$ cat config.mk
export PLATFORM = sky130hd
export DESIGN_NAME = div_ctrl
export DESIGN_NICKNAME = d
export VERILOG_FILES = /design/src/rtl/div_ctrl_pkg.sv /design/src/rtl/div_chan_hs.sv /design/src/rtl/div_ctrl.sv
export SDC_FILE = /design/constraint.sdc
export NUM_CORES = 1
export LEC_CHECK = 0
export BUFFER_PORTS_ARGS = -buffer_cell sky130_fd_sc_hd__buf_2
export CAP_MARGIN = 20
export CELL_PAD_IN_SITES_DETAIL_PLACEMENT = 1
export CELL_PAD_IN_SITES_GLOBAL_PLACEMENT = 1
export CORE_MARGIN = 5
export CORE_UTILIZATION = 29
export CTS_CLUSTER_SIZE = 16
export DETAILED_ROUTE_END_ITERATION = 10
export HOLD_SLACK_MARGIN = 0.1
export PLACE_DENSITY = 0.85
export SETUP_SLACK_MARGIN = 0.1
export SLEW_MARGIN = 30
export SYNTH_ARGS = -nofsm -noshare
export SYNTH_HDL_FRONTEND = slang
export SYNTH_HIERARCHICAL = 1
export SYNTH_SLANG_ARGS = --single-unit
$ cat constraint.sdc
create_clock -name clk -period 2.3 [get_ports clk]
set_input_delay 0 -clock clk [delete_from_list [all_inputs] [get_ports clk]]
set_output_delay 0 -clock clk [all_outputs]
set_load 0.03 [all_outputs]
$ cat src/rtl/div_ctrl_pkg.sv
// div_ctrl_pkg: shared definitions for the divider sequencing controller.
//   state_e        controller state encoding
//   DIV_W          default operand/result width
//   QUO_*/REM_*    field positions inside the 2*DIV_W divider result word
package div_ctrl_pkg;

    typedef enum logic [2:0] {
        S_IDLE  = 3'd0,
        S_ISSUE = 3'd1,
        S_WAIT  = 3'd2,
        S_DONE  = 3'd3,
        S_DRAIN = 3'd4
    } state_e;

    localparam int DIV_W = 32;

    // Divider IPs return {quotient, remainder}.
    localparam int QUO_MSB = 2 * DIV_W - 1;
    localparam int QUO_LSB = DIV_W;
    localparam int REM_MSB = DIV_W - 1;
    localparam int REM_LSB = 0;

endpackage

$ cat src/rtl/div_chan_hs.sv
// div_chan_hs: valid/ready handshake tracker for one divider input channel.
//   start   new operation accepted; clears the sent flag
//   active  controller is in a state that may present this channel
//   tready  selected IP's ready for this channel
//   tvalid  channel valid (active and not yet sent)
//   sent    handshake already completed for this operation
//   fire    handshake completing this cycle
module div_chan_hs (
    input  logic clk,
    input  logic reset,
    input  logic start,
    input  logic active,
    input  logic tready,
    output logic tvalid,
    output logic sent,
    output logic fire
);

    logic sent_q, sent_d;

    assign tvalid = active && !sent_q;
    assign fire   = tvalid && tready;
    assign sent   = sent_q;

    always_comb begin
        sent_d = sent_q;
        if (start)
            sent_d = 1'b0;
        else if (fire)
            sent_d = 1'b1;
    end

    always_ff @(posedge clk) begin
        if (reset)
            sent_q <= 1'b0;
        else
            sent_q <= sent_d;
    end

endmodule

$ cat src/rtl/div_ctrl.sv
// div_ctrl: sequences one division at a time between the execute stage and
// the signed/unsigned divider IPs.
//   req_*          request channel from EXU (operands, signedness, quo/rem)
//   cancel         pipeline flush
//   resp_*         result channel back to EXU
//   busy           controller not idle
//   div_*_tdata    latched operands, shared by both IPs
//   sdiv_*/udiv_*  per-IP input valid/ready and result channels
// A flush after the IP has taken any operand goes through DRAIN so the
// orphaned result is swallowed instead of reaching a later instruction.
module div_ctrl
    import div_ctrl_pkg::*;
#(
    parameter int DATA_W = DIV_W
) (
    input  logic                  clk,
    input  logic                  reset,
    input  logic                  req_valid,
    output logic                  req_ready,
    input  logic                  req_signed,
    input  logic                  req_rem,
    input  logic [DATA_W-1:0]     req_dividend,
    input  logic [DATA_W-1:0]     req_divisor,
    input  logic                  cancel,
    output logic                  resp_valid,
    input  logic                  resp_ready,
    output logic [DATA_W-1:0]     resp_result,
    output logic                  busy,
    output logic [DATA_W-1:0]     div_dividend_tdata,
    output logic [DATA_W-1:0]     div_divisor_tdata,
    output logic                  sdiv_dividend_tvalid,
    output logic                  sdiv_divisor_tvalid,
    input  logic                  sdiv_dividend_tready,
    input  logic                  sdiv_divisor_tready,
    input  logic                  sdiv_dout_tvalid,
    input  logic [2*DATA_W-1:0]   sdiv_dout_tdata,
    output logic                  udiv_dividend_tvalid,
    output logic                  udiv_divisor_tvalid,
    input  logic                  udiv_dividend_tready,
    input  logic                  udiv_divisor_tready,
    input  logic                  udiv_dout_tvalid,
    input  logic [2*DATA_W-1:0]   udiv_dout_tdata
);

    state_e               state_q, state_d;
    logic [DATA_W-1:0]    dividend_q, dividend_d;
    logic [DATA_W-1:0]    divisor_q, divisor_d;
    logic                 signed_q, signed_d;
    logic                 rem_q, rem_d;
    logic [DATA_W-1:0]    result_q, result_d;

    logic                 accept;
    logic                 chan_active;
    logic                 dvd_tvalid, dvd_tready, dvd_sent, dvd_fire;
    logic                 dvs_tvalid, dvs_tready, dvs_sent, dvs_fire;
    logic                 dout_vld;
    logic [2*DATA_W-1:0]  dout_data;
    logic                 both_done;

    assign accept      = req_valid && req_ready;
    assign chan_active = (state_q == S_ISSUE) || (state_q == S_DRAIN);
    // Counts a handshake completing this cycle as already sent.
    assign both_done   = (dvd_sent || dvd_fire) && (dvs_sent || dvs_fire);

    div_chan_hs u_dvd (
        .clk    (clk),
        .reset  (reset),
        .start  (accept),
        .active (chan_active),
        .tready (dvd_tready),
        .tvalid (dvd_tvalid),
        .sent   (dvd_sent),
        .fire   (dvd_fire)
    );

    div_chan_hs u_dvs (
        .clk    (clk),
        .reset  (reset),
        .start  (accept),
        .active (chan_active),
        .tready (dvs_tready),
        .tvalid (dvs_tvalid),
        .sent   (dvs_sent),
        .fire   (dvs_fire)
    );

    // State register
    always_ff @(posedge clk) begin
        if (reset) begin
            state_q    <= S_IDLE;
            dividend_q <= '0;
            divisor_q  <= '0;
            signed_q   <= 1'b0;
            rem_q      <= 1'b0;
            result_q   <= '0;
        end else begin
            state_q    <= state_d;
            dividend_q <= dividend_d;
            divisor_q  <= divisor_d;
            signed_q   <= signed_d;
            rem_q      <= rem_d;
            result_q   <= result_d;
        end
    end

    // Next-state logic
    always_comb begin
        state_d    = state_q;
        dividend_d = dividend_q;
        divisor_d  = divisor_q;
        signed_d   = signed_q;
        rem_d      = rem_q;
        result_d   = result_q;
        unique case (state_q)
            S_IDLE: begin
                if (accept) begin
                    dividend_d = req_dividend;
                    divisor_d  = req_divisor;
                    signed_d   = req_signed;
                    rem_d      = req_rem;
                    state_d    = S_ISSUE;
                end
            end
            S_ISSUE: begin
                if (cancel) begin
                    // Nothing reached the IP: safe to abandon outright.
                    if (!dvd_sent && !dvs_sent && !dvd_fire && !dvs_fire)
                        state_d = S_IDLE;
                    else
                        state_d = S_DRAIN;
                end else if (both_done) begin
                    state_d = S_WAIT;
                end
            end
            S_WAIT: begin
                if (cancel)
                    // A result arriving with the flush is already drained.
                    state_d = dout_vld ? S_IDLE : S_DRAIN;
                else if (dout_vld) begin
                    result_d = rem_q ? dout_data[REM_MSB:REM_LSB]
                                     : dout_data[QUO_MSB:QUO_LSB];
                    state_d  = S_DONE;
                end
            end
            S_DONE: begin
                if (cancel || resp_ready)
                    state_d = S_IDLE;
            end
            S_DRAIN: begin
                if (dvd_sent && dvs_sent && dout_vld)
                    state_d = S_IDLE;
            end
            default: state_d = S_IDLE;
        endcase
    end

    // Outputs and IP steering
    always_comb begin
        req_ready            = (state_q == S_IDLE) && !cancel;
        busy                 = (state_q != S_IDLE);
        resp_valid           = (state_q == S_DONE);
        resp_result          = result_q;
        div_dividend_tdata   = dividend_q;
        div_divisor_tdata    = divisor_q;
        sdiv_dividend_tvalid = signed_q && dvd_tvalid;
        sdiv_divisor_tvalid  = signed_q && dvs_tvalid;
        udiv_dividend_tvalid = !signed_q && dvd_tvalid;
        udiv_divisor_tvalid  = !signed_q && dvs_tvalid;
        dvd_tready           = signed_q ? sdiv_dividend_tready : udiv_dividend_tready;
        dvs_tready           = signed_q ? sdiv_divisor_tready  : udiv_divisor_tready;
        dout_vld             = signed_q ? sdiv_dout_tvalid     : udiv_dout_tvalid;
        dout_data            = signed_q ? sdiv_dout_tdata      : udiv_dout_tdata;
    end

endmodule

# Word-level counts from Yosys, hierarchy flattened
# Cells that the tools add are included.
# Widths: inputs -> output; s select.
# word_totals
ff_bits,103
input_bits,205
out_inout_bits,103
# op_classes
eq_ne,9
mux,15
bitwise,1
reduce_logical,32
# ops
operator,count
$mux 64,1
$mux 32,1
$mux 3,9
$logic_and 1x1->1,16
$pmux 3 s5,1
$eq 3x2->1 const B,2
$logic_not 1->1,6
$ne 3x3->1 const B,2
$reduce_and 5->1,1
$logic_or 1x1->1,4
$ne 2x1->1 const B,2
$eq 3x1->1 const B,1
$eq 3x3->1 const B,1
$logic_not 3->1,1
$mux 1,3
$reduce_and 3->1,1
$reduce_bool 3->1,1
$ne 2x2->1 const B,1
$reduce_and 2->1,1
$reduce_or 2->1,1
$not 1->1,1

# Logic depth before layout (Yosys ltp)
# logic_depth
word_depth,10
depth_mapped,9
depth_no_buf,8

# Modules after synthesis
# The synthesis kept the hierarchy.
# modules_own_cells
mod,n_inst,cells_per_inst,area_per_inst_um2,seq_area_each_um2
div_ctrl,1,512,4474.3,2021.9
div_chan_hs,2,5,50.0,20.0

# Worst setup path before layout
# Ideal clock, no wire load.
# synth_timing
kind,reg2reg
start,register state_q[2]
end,register state_q[1]
arrival_ps,2057
path_slack_ps,157
path_stages_with_launch,10
n_path_buf,1
period_less_slack_ps,2143
path_cell_list,dfxtp_1 -> clkbuf_1 -> xnor2_1 -> nor2_1 -> nor2b_4 -> and2_1 -> o22ai_1 -> or4b_1 -> o2111a_1 -> a211oi_1
# synth_between
elab_chain_len,8
word_cells_on_any_way,22
classes_between,9 x eq/ne; 1 x mux; 12 x reduce/logical
# synth_lines
item,line,rtl
"start, declared",div_ctrl.sv:45,"state_e state_q, state_d;"
"start signal, assigned",div_ctrl.sv:97,state_q <= state_d;
$eq 3x1->1 or $eq 3x3->1 (tied branches),div_ctrl.sv:61,assign chan_active = (state_q == S_ISSUE) || (state_q == S_DRAIN);
$logic_or 1x1->1 *,div_ctrl.sv:61,
net chan_active,div_ctrl.sv:53,logic chan_active;
$logic_and 1x1->1 *,div_chan_hs.sv:21,assign tvalid = active && !sent_q;
net dvd_tvalid,div_ctrl.sv:54,"logic dvd_tvalid, dvd_tready, dvd_sent, dvd_fire;"
$logic_and 1x1->1 *,div_chan_hs.sv:22,assign fire = tvalid && tready;
net dvd_fire,div_ctrl.sv:54,
$logic_or 1x1->1 *,div_ctrl.sv:63,assign both_done = (dvd_sent || dvd_fire) && (dvs_sent || dvs_fire);
$logic_and 1x1->1 *,div_ctrl.sv:63,
$ne 3x3->1 (no source line) *,n/a,
$reduce_and 5->1 (no source line) *,n/a,
# Mark *: on every way through the listed nets, which the timed path passes. The rest lies on a longest branch.
# A chain may end at the register's enable or synchronous reset.

# Worst setup path in the final report
# layout_timing
start,register state_q[1]
end,register state_q[1]
# Same word-level chain as after synthesis.

==> flow_summary_export.csv <==
group,metric,value,unit
critical_path,reg2reg_to,"state_q[1]",
floorplanning,ios,308,
power,ir_drop,0.711,mV
clock_tree,clock_sink_count,103,
clock_tree,cts_tree,"built",
synthesis,ys_types,36,
route,via_per_inst,4.80,
route,vias,5294,
clock_tree,clock_latency,340,ps
floorplanning,start_util,29.2,%
sta,max_slew.worst_pin.slew,707,ps
route,drt-total-wl,20400,um
route,post_drt_wl_per_cell,18.4,um
sta,final_hold_viol_count,0,
floorplanning,die_h,136,um
floorplanning,die-area,18400,um^2
synthesis,synth_seq_area_share,45.1,%
finish,final_cells,1104,
sta,setup_viol,0,
sta,slew-limit-headroom,52.8,%
sta,fin_ws,313,ps
power,powerDensity,721,nW/um^2
finish,drive_above_1_share,42.5,%
clock_tree,path_clk_slew,70,ps
global_routing,grt_usage,21.5,%
worst_hold_path,hold_class,"in2reg",
critical_path,timing.rr.start,"state_q[1]",
synthesis,postSynthCellCount,522,
place,dp.cells,1012,
global_routing,grt_pass1_wl,30600,um
sta,hold_slack,127,ps
sta,grt_setup_unrepaired,"false",
sta,finalClockSkew,5.24,ps
critical_path,required,2560,ps
global_routing,antenna_found_initial,5,
route,first_iter_violations,221,
synthesis,synth.most_common_cell,"nand2_1",
route,dr.pass1.iters,4,
place,pre_cts_slack,236,ps
synthesis,syn_area,4570,um^2
critical_path,crit_type,"reg2reg",
floorplanning,rows,46,
place,dp_hpwl,13700,um
synthesis,ys_ff_latch,103,
sta,slew_violations,0,
global_routing,grt_max_degree,67,
flow_run,maxCapViolations,0,
critical_path,cp.arrival,2240,ps
power,leakagePower,3.28,nW
global_routing,grt_pass1_vias,5758,
critical_path,endpoint_kind,"flop",
critical_path,max_stage_delay,500,ps
global_routing,overflow,0,
synthesis,yosysWarnings,6,
synthesis,synth_area_leaders,"dfxtp_1 (45%), nand2_1 (16%), mux4_2 (16%)",
route,drtAntennaViolNets,0,
synthesis,synth_common_cells,"nand2_1 (199), dfxtp_1 (103), a21oi_1 (102)",
route,drc,0,
synthesis,ys.flop_type,"dfxtp_1",
critical_path,cp_max_fo,10,
place,port_buffers,307,
critical_path,worst-r2r-setup-slack,310,ps
synthesis,synth_edf_count,0,
clock_tree,post-cts-setup-buffers,0,
synthesis,async_reset_ff_share,0,%
synthesis,syn_avg_cell_area,8.76,um^2
sta,fin_setup_tns,0,ps
clock_tree,cts.path.max_buffers,2,
place,gp_congestion,0.864,
sta,fmax,0.503,GHz
critical_path,reg2reg_depth,7,
worst_hold_path,whs_path_depth,4,
critical_path,path_cells,"nor2_2 > nor2b_4 > and2_1 > o22ai_1 > or4b_1 > o2111a_1 > a211oi_1",
critical_path,worst_setup_path_start_kind,"flop",
worst_hold_path,min_to,"u_dvd/sent",
finish,finalNetCount,1081,
synthesis,yosysTopAreaCell,"dfxtp_1",
clock_tree,cts-root-buf,"clkbuf_16",
sta,period_needed,1990,ps
critical_path,crit_path_top_delay_cell,"or4b_1",
floorplanning,die_w,136,um
synthesis,synthesis.nets,727,
clock_tree,cts_max_level,3,
synthesis,netlist.area_leader.share,45.1,%
outcome,status,"completed",
worst_hold_path,hold_path.startpoint,"sdiv_dividend_tready",
power,finalPower,5.30,mW
sta,period_share,86.4,%
clock_tree,cts_made_buffers,9,
floorplanning,core_area,15700,um^2
finish,syn_to_final_growth,60.5,%
==> worst max-delay path, delay by kind of cell (launching register included) <==
family             cells  cell delay (ps)
and+or+nand+nor        4             1050
DFF                    1              400
AOI/OAI and AO/OA      3              460
==> how the worst max path moves through the flow <==
stage	startpoint	end	slack, ps	depth (start not counted)
finish	state_q[1]	state_q[1]	310	7
floorplan	state_q[2]	state_q[1]	160	9
global route	state_q[2]	state_q[1]	120	8
global placement	state_q[0]	state_q[1]	280	8
CTS	state_q[0]	state_q[1]	220	8
detailed placement	state_q[0]	state_q[1]	240	8
==> metal layers <==
layer  global-route usage [%]  part of all wire (%)  routed length (um)
met4                     10.8                   4.3                 880
met1                     22.7                    36                7300
met5                        0                 0.054                  11
met2                     38.9                    53               10800
met3                     6.39                   6.5                1330
==> where the power goes <==
group | internal, mW | leakage [nW] | switching (mW) | total, mW
registers | 1.92 | 0.837 | 0.0867 | 2.01
clock network | 1.12 | 0.169 | 0.652 | 1.77
logic | 0.641 | 2.27 | 0.880 | 1.52
==> registers in the layout, summed over array words and instances (netlist names) <==
register and count:
div_dividend_tdata 32, signed_q 1, state_q 3, resp_result 32, div_divisor_tdata 32, rem_q 1, u_dvd/sent 1, u_dvs/sent 1
==> metrics by stage <==
stage	utilization, %	area [um^2]
final	46.9	7340
after detailed placement	40.1	6280
after floorplan	-	4570
after global placement	40.1	6280
after CTS	46.8	7320
after global routing	46.8	7330
==> cell families after synthesis <==
| logic type | count (synthesis) | synth area share, % |
|---|---|---|
| and+or+nand+nor | 226 | 20.6 |
| AOI/OAI and AO/OA | 110 | 12.6 |
| DFF | 103 | 45.1 |
| buffers and inverters | 46 | 4.87 |
| muxes | 36 | 16.7 |
| xor gates and xnor gates | 1 | 0.192 |
==> repair_timing <==
item                                    in CTS  in global routing
endpoints found under the setup margin       0                  1
hold endpoints to repair                    69                  0
hold buffers                                69                  0
gates resized for setup                      0                  1
==> cell type report <==
class	count	area [um^2]
Clock inverter	3	90.1
Inverter	3	11.3
Antenna cell	8	20.0
Timing Repair Buffer	386	2330
Clock buffer	12	256
Tap cell	216	270
Multi-Input combinational cell	373	2300
Sequential cell	103	2060
Fill cell	1974	8310
==> layout by cell type (no fill, tap or decap), types with 2 or more instances in the layout <==
master,Yosys,final
nor2b_1,4,4
inv_1,2,2
buf_4,7,9
mux2_2,2,2
a22oi_1,2,2
dfxtp_1,103,102
mux4_2,32,32
a21oi_1,102,102
bufinv_16,0,3
clkbuf_16,0,9
buf_12,0,2
buf_2,13,306
diode_2,0,8
nand2_1,199,198
nor2_1,4,3
nor3_1,2,2
clkbuf_8,0,2
or3_1,3,3
nor2b_4,2,2
dlygate4sd3_1,0,69
and2_1,4,4
(Power assumes the default switching activity.)
